<file path="config.mk">
export PLATFORM = sky130hd
export DESIGN_NAME = keypad_scanner
export DESIGN_NICKNAME = d
export VERILOG_FILES = /design/src/rtl/keypad_pkg.sv /design/src/rtl/sync_2ff.sv /design/src/rtl/keypad_scanner.sv
export SDC_FILE = /design/constraint.sdc
export NUM_CORES = 1
export LEC_CHECK = 0
export BUFFER_PORTS_ARGS = -buffer_cell sky130_fd_sc_hd__buf_2
export CAP_MARGIN = 30
export CORE_MARGIN = 3
export CORE_UTILIZATION = 40
export DETAILED_ROUTE_END_ITERATION = 10
export REMOVE_ABC_BUFFERS = 1
export SETUP_SLACK_MARGIN = 0.4
export SYNTH_ARGS = -nofsm -noshare
export SYNTH_HDL_FRONTEND = slang
export SYNTH_SLANG_ARGS = --single-unit
</file>
<file path="constraint.sdc">
create_clock -name clk -period 1.8 [get_ports clk]
set_clock_uncertainty 0.05 [all_clocks]
set_input_delay 0.18 -clock clk [delete_from_list [all_inputs] [get_ports clk]]
set_output_delay 0.18 -clock clk [all_outputs]
set_load 0.005 [all_outputs]
</file>
<file path="src/rtl/keypad_pkg.sv">
// Shared types and constants for the 4x4 keypad scanner.
// Keymap entries are indexed by {row, col}; entry 0 sits in the least significant nibble.
package keypad_pkg;

  typedef enum logic [1:0] {
    ST_SCAN     = 2'd0,
    ST_DEBOUNCE = 2'd1,
    ST_HELD     = 2'd2
  } state_t;

  // Rows 0..3, columns 0..3: 1 2 3 A / 4 5 6 B / 7 8 9 C / E(*) 0 F(#) D
  localparam logic [63:0] KEYMAP = 64'hDF0E_C987_B654_A321;

  function automatic logic [3:0] key_lookup(input logic [1:0] row, input logic [1:0] col);
    return KEYMAP[{row, col, 2'b00} +: 4];
  endfunction

endpackage

</file>
<file path="src/rtl/sync_2ff.sv">
// Two-flop synchronizer for an asynchronous, active-low bus.
// Reset value is all-ones, which is the idle level of the bus.
module sync_2ff #(
  parameter int WIDTH = 4
) (
  input  logic             clk,
  input  logic             reset,
  input  logic [WIDTH-1:0] d,
  output logic [WIDTH-1:0] q
);

  logic [WIDTH-1:0] meta_reg;
  logic [WIDTH-1:0] sync_reg;

  always_ff @(posedge clk or negedge reset) begin
    if (!reset) begin
      meta_reg <= '1;
      sync_reg <= '1;
    end else begin
      meta_reg <= d;
      sync_reg <= meta_reg;
    end
  end

  assign q = sync_reg;

endmodule

</file>
<file path="src/rtl/keypad_scanner.sv">
// 4x4 matrix keypad scanner: rotates the column drive, debounces press and release,
// and reports one key_valid pulse per accepted key.
module keypad_scanner
  import keypad_pkg::*;
#(
  parameter int SCAN_DIV = 50000,
  parameter int DB_COUNT = 10
) (
  input  logic       clk,
  input  logic       reset,
  input  logic [3:0] row_n,
  output logic [3:0] col_n,
  output logic [3:0] key_code,
  output logic       key_valid,
  output logic       key_held
);

  localparam int DIV_W = (SCAN_DIV > 1) ? $clog2(SCAN_DIV) : 1;
  localparam int CNT_W = $clog2(DB_COUNT + 1);
  localparam logic [DIV_W-1:0] DIV_LAST = DIV_W'(SCAN_DIV - 1);
  localparam logic [CNT_W-1:0] CNT_LAST = CNT_W'(DB_COUNT - 1);

  logic [3:0]       row_sync;
  logic [DIV_W-1:0] div_reg;
  logic             sample_tick;

  state_t     state_reg, state_next;
  logic [1:0] col_idx_reg, col_idx_next;
  logic [CNT_W-1:0] cnt_reg, cnt_next;
  logic [3:0] row_pat_reg, row_pat_next;
  logic [1:0] row_idx_reg, row_idx_next;
  logic [3:0] key_code_reg, key_code_next;
  logic       key_valid_reg, key_valid_next;
  logic       key_held_reg, key_held_next;

  logic       single_low;
  logic [1:0] single_idx;

  sync_2ff #(.WIDTH(4)) u_row_sync (
    .clk   (clk),
    .reset (reset),
    .d     (row_n),
    .q     (row_sync)
  );

  // Free-running dwell counter; its last cycle is the sampling instant.
  always_ff @(posedge clk or negedge reset) begin
    if (!reset) begin
      div_reg <= '0;
    end else if (div_reg == DIV_LAST) begin
      div_reg <= '0;
    end else begin
      div_reg <= div_reg + DIV_W'(1);
    end
  end

  assign sample_tick = (div_reg == DIV_LAST);

  always_comb begin
    single_low = 1'b1;
    single_idx = 2'd0;
    case (row_sync)
      4'b1110: single_idx = 2'd0;
      4'b1101: single_idx = 2'd1;
      4'b1011: single_idx = 2'd2;
      4'b0111: single_idx = 2'd3;
      default: single_low = 1'b0;
    endcase
  end

  always_ff @(posedge clk or negedge reset) begin
    if (!reset) begin
      state_reg     <= ST_SCAN;
      col_idx_reg   <= 2'd0;
      cnt_reg       <= '0;
      row_pat_reg   <= 4'hF;
      row_idx_reg   <= 2'd0;
      key_code_reg  <= 4'h0;
      key_valid_reg <= 1'b0;
      key_held_reg  <= 1'b0;
    end else begin
      state_reg     <= state_next;
      col_idx_reg   <= col_idx_next;
      cnt_reg       <= cnt_next;
      row_pat_reg   <= row_pat_next;
      row_idx_reg   <= row_idx_next;
      key_code_reg  <= key_code_next;
      key_valid_reg <= key_valid_next;
      key_held_reg  <= key_held_next;
    end
  end

  // All decisions are taken only at sample instants; the column stays frozen outside SCAN.
  always_comb begin
    state_next     = state_reg;
    col_idx_next   = col_idx_reg;
    cnt_next       = cnt_reg;
    row_pat_next   = row_pat_reg;
    row_idx_next   = row_idx_reg;
    key_code_next  = key_code_reg;
    key_valid_next = 1'b0;
    key_held_next  = key_held_reg;

    if (sample_tick) begin
      case (state_reg)
        ST_SCAN: begin
          if (single_low) begin
            row_pat_next = row_sync;
            row_idx_next = single_idx;
            cnt_next     = '0;
            state_next   = ST_DEBOUNCE;
          end else begin
            col_idx_next = col_idx_reg + 2'd1;
          end
        end
        ST_DEBOUNCE: begin
          if (row_sync == row_pat_reg) begin
            if (cnt_reg == CNT_LAST) begin
              key_code_next  = key_lookup(row_idx_reg, col_idx_reg);
              key_valid_next = 1'b1;
              key_held_next  = 1'b1;
              cnt_next       = '0;
              state_next     = ST_HELD;
            end else begin
              cnt_next = cnt_reg + CNT_W'(1);
            end
          end else begin
            cnt_next     = '0;
            col_idx_next = col_idx_reg + 2'd1;
            state_next   = ST_SCAN;
          end
        end
        ST_HELD: begin
          if (row_sync == 4'hF) begin
            if (cnt_reg == CNT_LAST) begin
              key_held_next = 1'b0;
              cnt_next      = '0;
              col_idx_next  = col_idx_reg + 2'd1;
              state_next    = ST_SCAN;
            end else begin
              cnt_next = cnt_reg + CNT_W'(1);
            end
          end else begin
            cnt_next = '0;
          end
        end
        default: begin
          cnt_next   = '0;
          state_next = ST_SCAN;
        end
      endcase
    end
  end

  assign col_n     = ~(4'b0001 << col_idx_reg);
  assign key_code  = key_code_reg;
  assign key_valid = key_valid_reg;
  assign key_held  = key_held_reg;

endmodule

</file>
==> impl_results.md <==
* Outcome: finished with violations
* Failing checks: negative setup slack
* Pins Over Slew Limit at 0
* Crit. End Element: flop
* Largest net degree at the start of global routing at 32
* Tot Pwr at 1.82 mW
* Count of final hold-check violations at 0
* TritonCTS clock tree: built
* First-pass GRT wire length at 8310 um
* Leak Pwr at 1.63 nW
* Antenna violations before repair at 0
* Fillers at 451
* # port buffers at 15
* Clock Tree Root: clkbuf_8
* TritonCTS Buffers at 5
* Yosys reg bits at 44
* Initial core utilization at 41.7%
* Fmax at 0.509 GHz
* Row cnt at 27
* Area contributors post-synth: dfrtp_1, dfstp_2, ha_1, mux2_4, nand2_1
* Via density at 4.83
* FFs w/ async S/R, synth at 100%
* Worst vdd rail ir drop at 0.478 mV
* Sum Neg Setup Slack at -1.36 ns
* Unrepaired setup endpoints after global routing: true
* Starting DRC count in detailed routing at 54
* Vias in the first global route at 1,799
* Clk slew on worst S/H paths at 0.09 ns
* Gr ovfl total at 0
* Syn. warnings at 0
* Final WS setup at -0.163 ns
* Die Wd at 82.3 um
* Antenna diode count at 0
* DRT Wirelength at 5010 um
* Post-synth EDFFs at 0
* Syn-to-layout area delta at 48.8%
* HPWL Detailed at 3310 um
* Arr. time, crit path at 2.09 ns
* Post-route ant nets at 0
* Most common cell in the netlist: dfrtp_1
* CORE AREA at 5570 um^2
* Kind of critical path: flop to flop
* Tot GR Track Use at 16.1%
* Max FFs per register at 16
* Post-synth top area share at 34.4%
* Hold WC Path Type: input pin to async pin
* Die Area at 6770 um^2
* Clock Sinks at 44
* Critical Path Source Type: flop
* CP Data Required Time at 1.93 ns
* Vias at 1,787
* Yosys top cell by area: dfrtp_1
* Clk_lat worst skew at 0.30 ns
* Post-synth cell types at 49
* Die Ht at 82.3 um
* Post-place setup slack at -0.173 ns
* DRC viols at 0
* Critical Path Fanout Max at 7
* Total of max-cap violations at 0
* Final net count at 315
* Crit path time final at 1.96 ns
* Cells after Synth at 210
* IO Pins at 16
* Ratio of cells with drive above 1 in the final layout at 53.0%
* Commonest cells post-synth: dfrtp_1, nand2_1, inv_1
* Initial DRT Pass Iterations at 4
* GPL Wtd Cong at 0.813
* WL/cell at 13.5 um
* Htree depth at 2
* PD cells at 525 nW/um^2
* Clock Tree Buf Depth at 2
* Final core utilization at 62.1%
* Top_reg_cell synth: dfrtp_1
* Worst-Margin Slew at 0.347 ns
* FF/Latch Area at 1120 um^2
* Relative slew margins at 76.8%
* Synthesized area at 2330 um^2
* Tcrit/Tclk final at 109%
* Final setup fails at 12
* Mean Syn Cell Area at 11.1 um^2
* Area of the multi-input gates at 1370 um^2
* Sequential fraction of the synthesis area at 48.0%
-- report_power, final --
group,switching [mW],internal (mW)
logic,0.0411,0.0440
registers,0.0102,1.00
clock network,0.356,0.362
total,0.407,1.41
-- metal layers --
| layer | part of all wire [%] | track usage [%] |
|---|---|---|
| met1 | 46 | 21.2 |
| met3 | 3.1 | 3.58 |
| met4 | 2.1 | 5.48 |
| met5 | 0 | 0 |
| met2 | 49 | 26.3 |
-- worst max-delay path, cell delays in order, from the launching register on --
cell and delay [ns]:
dfstp_2 0.62, xnor2_2 0.13, nand4_2 0.12, or2_4 0.24
or3_4 0.38, mux2_4 0.31
-- metrics by stage --
step | instance area (um^2) | hold slack (ns) | cells
floorplan | 2280 | -0.166 | 204
global placement | 2810 | 0.0499 | 338
detailed placement | 2810 | 0.0580 | 338
CTS | 3230 | 0.258 | 363
global route | 3460 | 0.303 | 370
finish | 3460 | 0.256 | 370
-- cell usage in the layout (no fill, tap or decap), drive strengths merged, types with 3 or more instances in the layout --
| cell | synthesis | final |
|---|---|---|
| nand4b | 3 | 3 |
| buf | 5 | 81 |
| xnor2 | 11 | 11 |
| dfstp | 12 | 12 |
| nand2 | 21 | 21 |
| mux2 | 10 | 10 |
| o31ai | 3 | 3 |
| dfrtp | 32 | 32 |
| nor2 | 11 | 11 |
| clkbuf | 1 | 6 |
| inv | 15 | 15 |
| o21ai | 15 | 15 |
| nand3 | 5 | 5 |
| nor4b | 3 | 3 |
| and3 | 4 | 4 |
| and4 | 3 | 3 |
| nor3 | 4 | 4 |
| dlygate4sd3 | 0 | 5 |
| nand4 | 5 | 5 |
| xor2 | 8 | 8 |
| ha | 12 | 12 |
-- worst paths after layout --
check / startpoint / to / slack, ns / cells after the start
worst max-delay path: u_row_sync.q[3] / key_code[1] / -0.16 / 5
worst min-delay path: reset / key_valid / 0.26 / 2
worst max register to register: u_row_sync.q[3] / key_code[1] / -0.16 / 5
worst min register to register: u_row_sync.meta_reg[0] / u_row_sync.q[0] / 0.31 / 0
max in group asynchronous: reset / row_pat_reg[2] / 0.89 / 3
min in group clk: u_row_sync.meta_reg[0] / u_row_sync.q[0] / 0.31 / 0
-- final cells by class --
class	count	share of cell area (%)
Multi-Input combinational cell	145	39.6
Timing Repair Buffer	86	20.7
Tap cell	72	2.60
Clock inverter	2	0.506
Sequential cell	44	32.2
Inverter	15	1.63
Clock buffer	6	2.71
-- kinds of logic after synthesis --
family | count (synthesis) | share of synthesized area [%]
AOI/OAI and AO/OA | 33 | 9.47
xor gates and xnor gates | 19 | 7.80
DFF | 44 | 48.0
muxes | 10 | 6.29
and+or+nand+nor | 71 | 17.5
buffers and inverters | 21 | 4.46
adders and majority gates | 12 | 6.45
-- what timing repair did --
action                                  CTS  global route
gates resized for setup                  50            35
hold buffers                              5             0
setup buffers                            11             7
endpoints found under the setup margin   37            37
hold endpoints to repair                 17             0
pin swaps                                12            12
cloned                                    1             0
Note: power is estimated with default switching activity, not from simulation.
